<file path="src/rtl/int_commit_stage.sv">
// Integer commit stage: retires in-order ROB head entries through a one-entry
// output register to the integer RF write port. Optional macro INT_COMMIT_INSTRET_EN adds a 64-bit retire counter.
module int_commit_stage #(
   parameter int unsigned ROB_IDX_LEN = 4,
   parameter int unsigned EXCEPT_LEN  = 6,
   parameter int unsigned REG_IDX_LEN = 5,
   parameter int unsigned XLEN        = 32
) (
   input  logic                   clk_i,
   input  logic                   rst_n_i,
   input  logic                   rob_valid_i,
   output logic                   rob_ready_o,
   input  logic [ROB_IDX_LEN-1:0] rob_idx_i,
   input  logic                   rob_has_rd_i,
   input  logic [REG_IDX_LEN-1:0] rob_rd_idx_i,
   input  logic [XLEN-1:0]        rob_value_i,
   input  logic                   rob_except_i,
   input  logic [EXCEPT_LEN-1:0]  rob_except_code_i,
   output logic                   rf_valid_o,
   input  logic                   rf_ready_i,
   output logic [REG_IDX_LEN-1:0] rf_rd_idx_o,
   output logic [XLEN-1:0]        rf_rd_value_o,
   output logic                   rs_clr_valid_o,
   output logic [REG_IDX_LEN-1:0] rs_clr_rd_idx_o,
   output logic [ROB_IDX_LEN-1:0] rs_clr_rob_idx_o,
   output logic                   flush_o,
   output logic                   except_valid_o,
   output logic [EXCEPT_LEN-1:0]  except_code_o
`ifdef INT_COMMIT_INSTRET_EN
   ,
   output logic [63:0]            instret_o
`endif
);

   typedef enum logic {ST_RUN = 1'b0, ST_FLUSH = 1'b1} state_t;

   state_t                 state;
   logic                   out_valid;
   logic [REG_IDX_LEN-1:0] out_rd;
   logic [XLEN-1:0]        out_value;
   logic [ROB_IDX_LEN-1:0] out_rob_idx;

   logic drain;
   logic accept;
   logic load;

   // An exception waits for an empty or draining output register, so older
   // writes always leave before the flush.
   assign drain       = out_valid && rf_ready_i;
   assign rob_ready_o = (state == ST_RUN) && (!out_valid || drain);
   assign accept      = rob_valid_i && rob_ready_o;
   assign load        = accept && !rob_except_i && rob_has_rd_i &&
                        (rob_rd_idx_i != REG_IDX_LEN'(0));

   assign rf_valid_o       = out_valid;
   assign rf_rd_idx_o      = out_rd;
   assign rf_rd_value_o    = out_value;
   assign rs_clr_valid_o   = drain;
   assign rs_clr_rd_idx_o  = out_rd;
   assign rs_clr_rob_idx_o = out_rob_idx;

   // Control FSM, output register and exception pulse registers.
   always_ff @(posedge clk_i or negedge rst_n_i) begin
      if (!rst_n_i) begin
         state          <= ST_RUN;
         out_valid      <= 1'b0;
         out_rd         <= '0;
         out_value      <= '0;
         out_rob_idx    <= '0;
         flush_o        <= 1'b0;
         except_valid_o <= 1'b0;
         except_code_o  <= '0;
      end else begin
         flush_o        <= 1'b0;
         except_valid_o <= 1'b0;
         case (state)
            ST_RUN: begin
               if (accept && rob_except_i) begin
                  state          <= ST_FLUSH;
                  flush_o        <= 1'b1;
                  except_valid_o <= 1'b1;
                  except_code_o  <= rob_except_code_i;
               end
            end
            ST_FLUSH: begin
               state <= ST_RUN;
            end
            default: begin
               state <= ST_RUN;
            end
         endcase

         // Drain and reload share one edge so back-to-back retires have no bubble.
         if (load) begin
            out_valid   <= 1'b1;
            out_rd      <= rob_rd_idx_i;
            out_value   <= rob_value_i;
            out_rob_idx <= rob_idx_i;
         end else if (drain) begin
            out_valid <= 1'b0;
         end
      end
   end

`ifdef INT_COMMIT_INSTRET_EN
   // Retired-instruction counter; exceptions do not count, wraps at 2^64.
   always_ff @(posedge clk_i or negedge rst_n_i) begin
      if (!rst_n_i) begin
         instret_o <= '0;
      end else if (accept && !rob_except_i) begin
         instret_o <= instret_o + 64'(1);
      end
   end
`endif

endmodule

</file>
<file path="config.mk">
export PLATFORM = sky130hd
export DESIGN_NAME = int_commit_stage
export DESIGN_NICKNAME = d
export VERILOG_FILES = /design/src/rtl/int_commit_stage.sv
export SDC_FILE = /design/constraint.sdc
export NUM_CORES = 1
export LEC_CHECK = 0
export CAP_MARGIN = 30
export CORE_UTILIZATION = 35
export DETAILED_ROUTE_END_ITERATION = 6
export PLACE_DENSITY = 0.75
export SYNTH_ARGS = -nofsm -noshare
export SYNTH_HDL_FRONTEND = slang
export SYNTH_SLANG_ARGS = --single-unit
</file>
<file path="constraint.sdc">
create_clock -name clk_i -period 1.75 [get_ports clk_i]
set_clock_uncertainty 0.15 [all_clocks]
set_input_delay 0.35 -clock clk_i [delete_from_list [all_inputs] [get_ports clk_i]]
set_output_delay 0.35 -clock clk_i [all_outputs]
set_load 0.05 [all_outputs]
</file>
==> flow_summary.yaml <==
logic_synthesis:
  synth_top_family_by_area: "multiplexers"
  synth_compound_area_share_pct: 0
  synth.top_cell.area_share_pct: 58.4
  syn_area_um2: 2100
  synth_seq_cells: 49
  yosys.area_share.simple_pct: 2.74
  syn_nets: 170
  synthCells: 117
  yosys-top-cells-area: "dfrtp_1 58%, mux2_4 28%, mux2_2 4.3%, buf_12 3.8%, buf_4 2.1%"
  synth_top_cell_by_area: "dfrtp_1"
  ys_warn_count: 0
  yosysSeqAreaShare_pct: 58.4
  ys_types: 15
  synth_mux_area_share_pct: 32.2
  synth_fa_ha_area_share_pct: 0
  avgSynthCellArea_um2: 17.9
  synth_xor_area_share_pct: 0
detailed_routing:
  drc: 0
  drt_iter0_drc: 52
  drt_first_pass_iters: 4
  vias: 1393
  viasPerCell: 4.46
  routedWlPerCell_um: 15.9
  antenna_left: 0
  wirelength_um: 4950
sta:
  setup-tns-final_ns: -5.52
  period_needed_ns: 1.90
  slew_violations: 0
  clock.fmax_mhz: 525
  period_share_pct: 109
  final.setup.worst_slack_ns: -0.155
  tightest_slew_ns: 0.266
  rsz0062_at_grt: "true"
  max_slew_margin_pct: 82.3
  setup_viol: 42
  finalHoldViolations: 0
power_and_ir_drop:
  power.leakage_nw: 1.71
  ir_drop_mv: 0.820
  power_density_nw_per_um2: 1350
  finalPower_w: 0.00502
layout:
  fill_cells: 376
  final_cell_mix: "48 x dfrtp_1, 46 x clkdlybuf4s50_1, 41 x mux2_4"
  fin_nets: 292
  areaGrowthSynthToFinish_pct: 77.5
  mostFrequentLayoutCell: "dfrtp_1"
  layout-drive-gt1-share_pct: 58.8
  antenna_cells: 0
place:
  gp_congestion: 0.721
  place_hpwl_um: 3290
  pre_cts_slack_ns: -0.707
  io_buffers: 109
cts:
  cts_tree: "done"
  cts_root_buffer: "clkbuf_8"
  clock_path_buffers: 2
  cts.clk_slew.worst_paths_ns: 0.09
  cts_max_level: 2
  cts_buffers: 5
  insertion_delay_ns: 0.30
  clock-sinks: 49
global_routing:
  gr-max-usage-layer: "met2"
  use_met1_pct: 20.2
  grt_pass1_wl_um: 7750
  antenna_found_initial: 0
  grt_pass1_vias: 1477
  grt_use_met3_pct: 4.11
  grt_use_total_pct: 16.6
  use_met2_pct: 28.3
  gr-total-overflow: 0
  grt_max_degree: 50
floorplan:
  die_h_um: 79.5
  fp-row-count: 27
  boundaryPins: 110
  die-area_um2: 6310
  start_util_pct: 37.2
  core_um2: 5640
  die_x_um: 79.5
setup_path:
  path_class: "reg -> reg"
  path_max_fanout: 8
  crit_arrival_ns: 1.94
  cp-end-kind: "register"
  start_kind: "register"
  crit_required_ns: 1.78
hold_path:
  hp-class: "in -> reg"
status:
  status: "finished, violations left"
  violations: "setup timing"
job:
  cap_violations: 0
-- worst max-delay path, cell delays in order, from the launching register on --
cell,delay (ns)
dfrtp_2,0.41
nor2b_4,0.13
nor3b_2,0.21
and4bb_4,0.29
buf_12,0.14
buf_12,0.14
mux2_4,0.31
-- through the flow --
step | std cells | util, % | instance area [um^2] | hold WS, ns
2_1_floorplan | 117 | - | 2120 | -0.0956
5_1_grt | 312 | 66.0 | 3730 | 0.111
3_5_place_dp | 294 | 60.4 | 3410 | 0.208
3_3_place_gp | 294 | 60.4 | 3410 | 0.206
4_1_cts | 311 | 65.9 | 3720 | 0.115
6_report | 312 | 66.0 | 3730 | 0.122
-- final timing paths --
kind | from | to | slack (ns) | cells after the start
max | rf_valid_o$_DFFE_PN0P_ | rf_rd_value_o[14]$_DFFE_PN0P_ | -0.15 | 6
min | rob_rd_idx_i[4] | rf_rd_idx_o[4]$_DFFE_PN0P_ | 0.12 | 2
max reg2reg | rf_valid_o$_DFFE_PN0P_ | rf_rd_value_o[14]$_DFFE_PN0P_ | -0.15 | 6
min reg2reg | except_code_o[5]$_DFFE_PN0P_ | except_code_o[5]$_DFFE_PN0P_ | 0.36 | 1
max in group asynchronous | rst_n_i | rf_rd_value_o[28]$_DFFE_PN0P_ | 0.81 | 3
min in group asynchronous | rst_n_i | rf_valid_o$_DFFE_PN0P_ | 0.40 | 3
-- area by class of cell --
cell class | count | area, um^2 | share of cell area, %
flip-flops and latches | 49 | 1230 | 32.9
clock inverters | 2 | 37.5 | 1.01
inverters | 1 | 3.75 | 0.101
well taps | 72 | 90.1 | 2.42
clock buffers | 6 | 82.6 | 2.22
multi-input cells | 56 | 773 | 20.8
repair buffers | 126 | 1510 | 40.6
-- cells in the mapped netlist --
cell,number
nor3b_1,1
nor2b_1,1
or2_2,1
inv_1,1
mux2_2,8
buf_12,4
and4bb_1,1
dfrtp_1,49
mux2_4,39
nand2_1,1
or4_1,1
nor2_1,2
buf_4,6
buf_6,1
and2_1,1
-- report_power, final --
part           leakage, nW  switching, W  internal [W]
Combinational         1.07       0.00138       0.00118
Clock               0.0574      0.000373      0.000465
Sequential           0.583      0.000231       0.00140
Total                 1.71       0.00198       0.00304
-- flip-flops by register name (all words and copies together), names as in the netlist --
register          count
rf_valid_o            1
rf_rd_idx_o           5
except_valid_o        1
except_code_o         6
rf_rd_value_o        32
rs_clr_rob_idx_o      4
-- cell families (layout without fill, tap and decap cells) --
kind of cell / after synthesis / in the layout
buffers and inverters: 12 / 135
flip-flops: 49 / 49
multiplexers: 47 / 47
AND/OR/NAND/NOR: 9 / 9
-- metal layers --
metal  share of wire (%)  routed length, um
met1                  43               2130
met3                 6.7                330
met2                  49               2440
met4                0.97                 48
met5                   0                  0
-- what timing repair did --
action	4_1_cts	5_1_grt
hold buffers	1	0
gates resized for setup	28	3
hold endpoints to repair	49	0
setup buffers	4	1
pin swaps	4	2
endpoints found under the setup margin	43	43
cloned	4	0
Power figures use the tool's default switching activity.
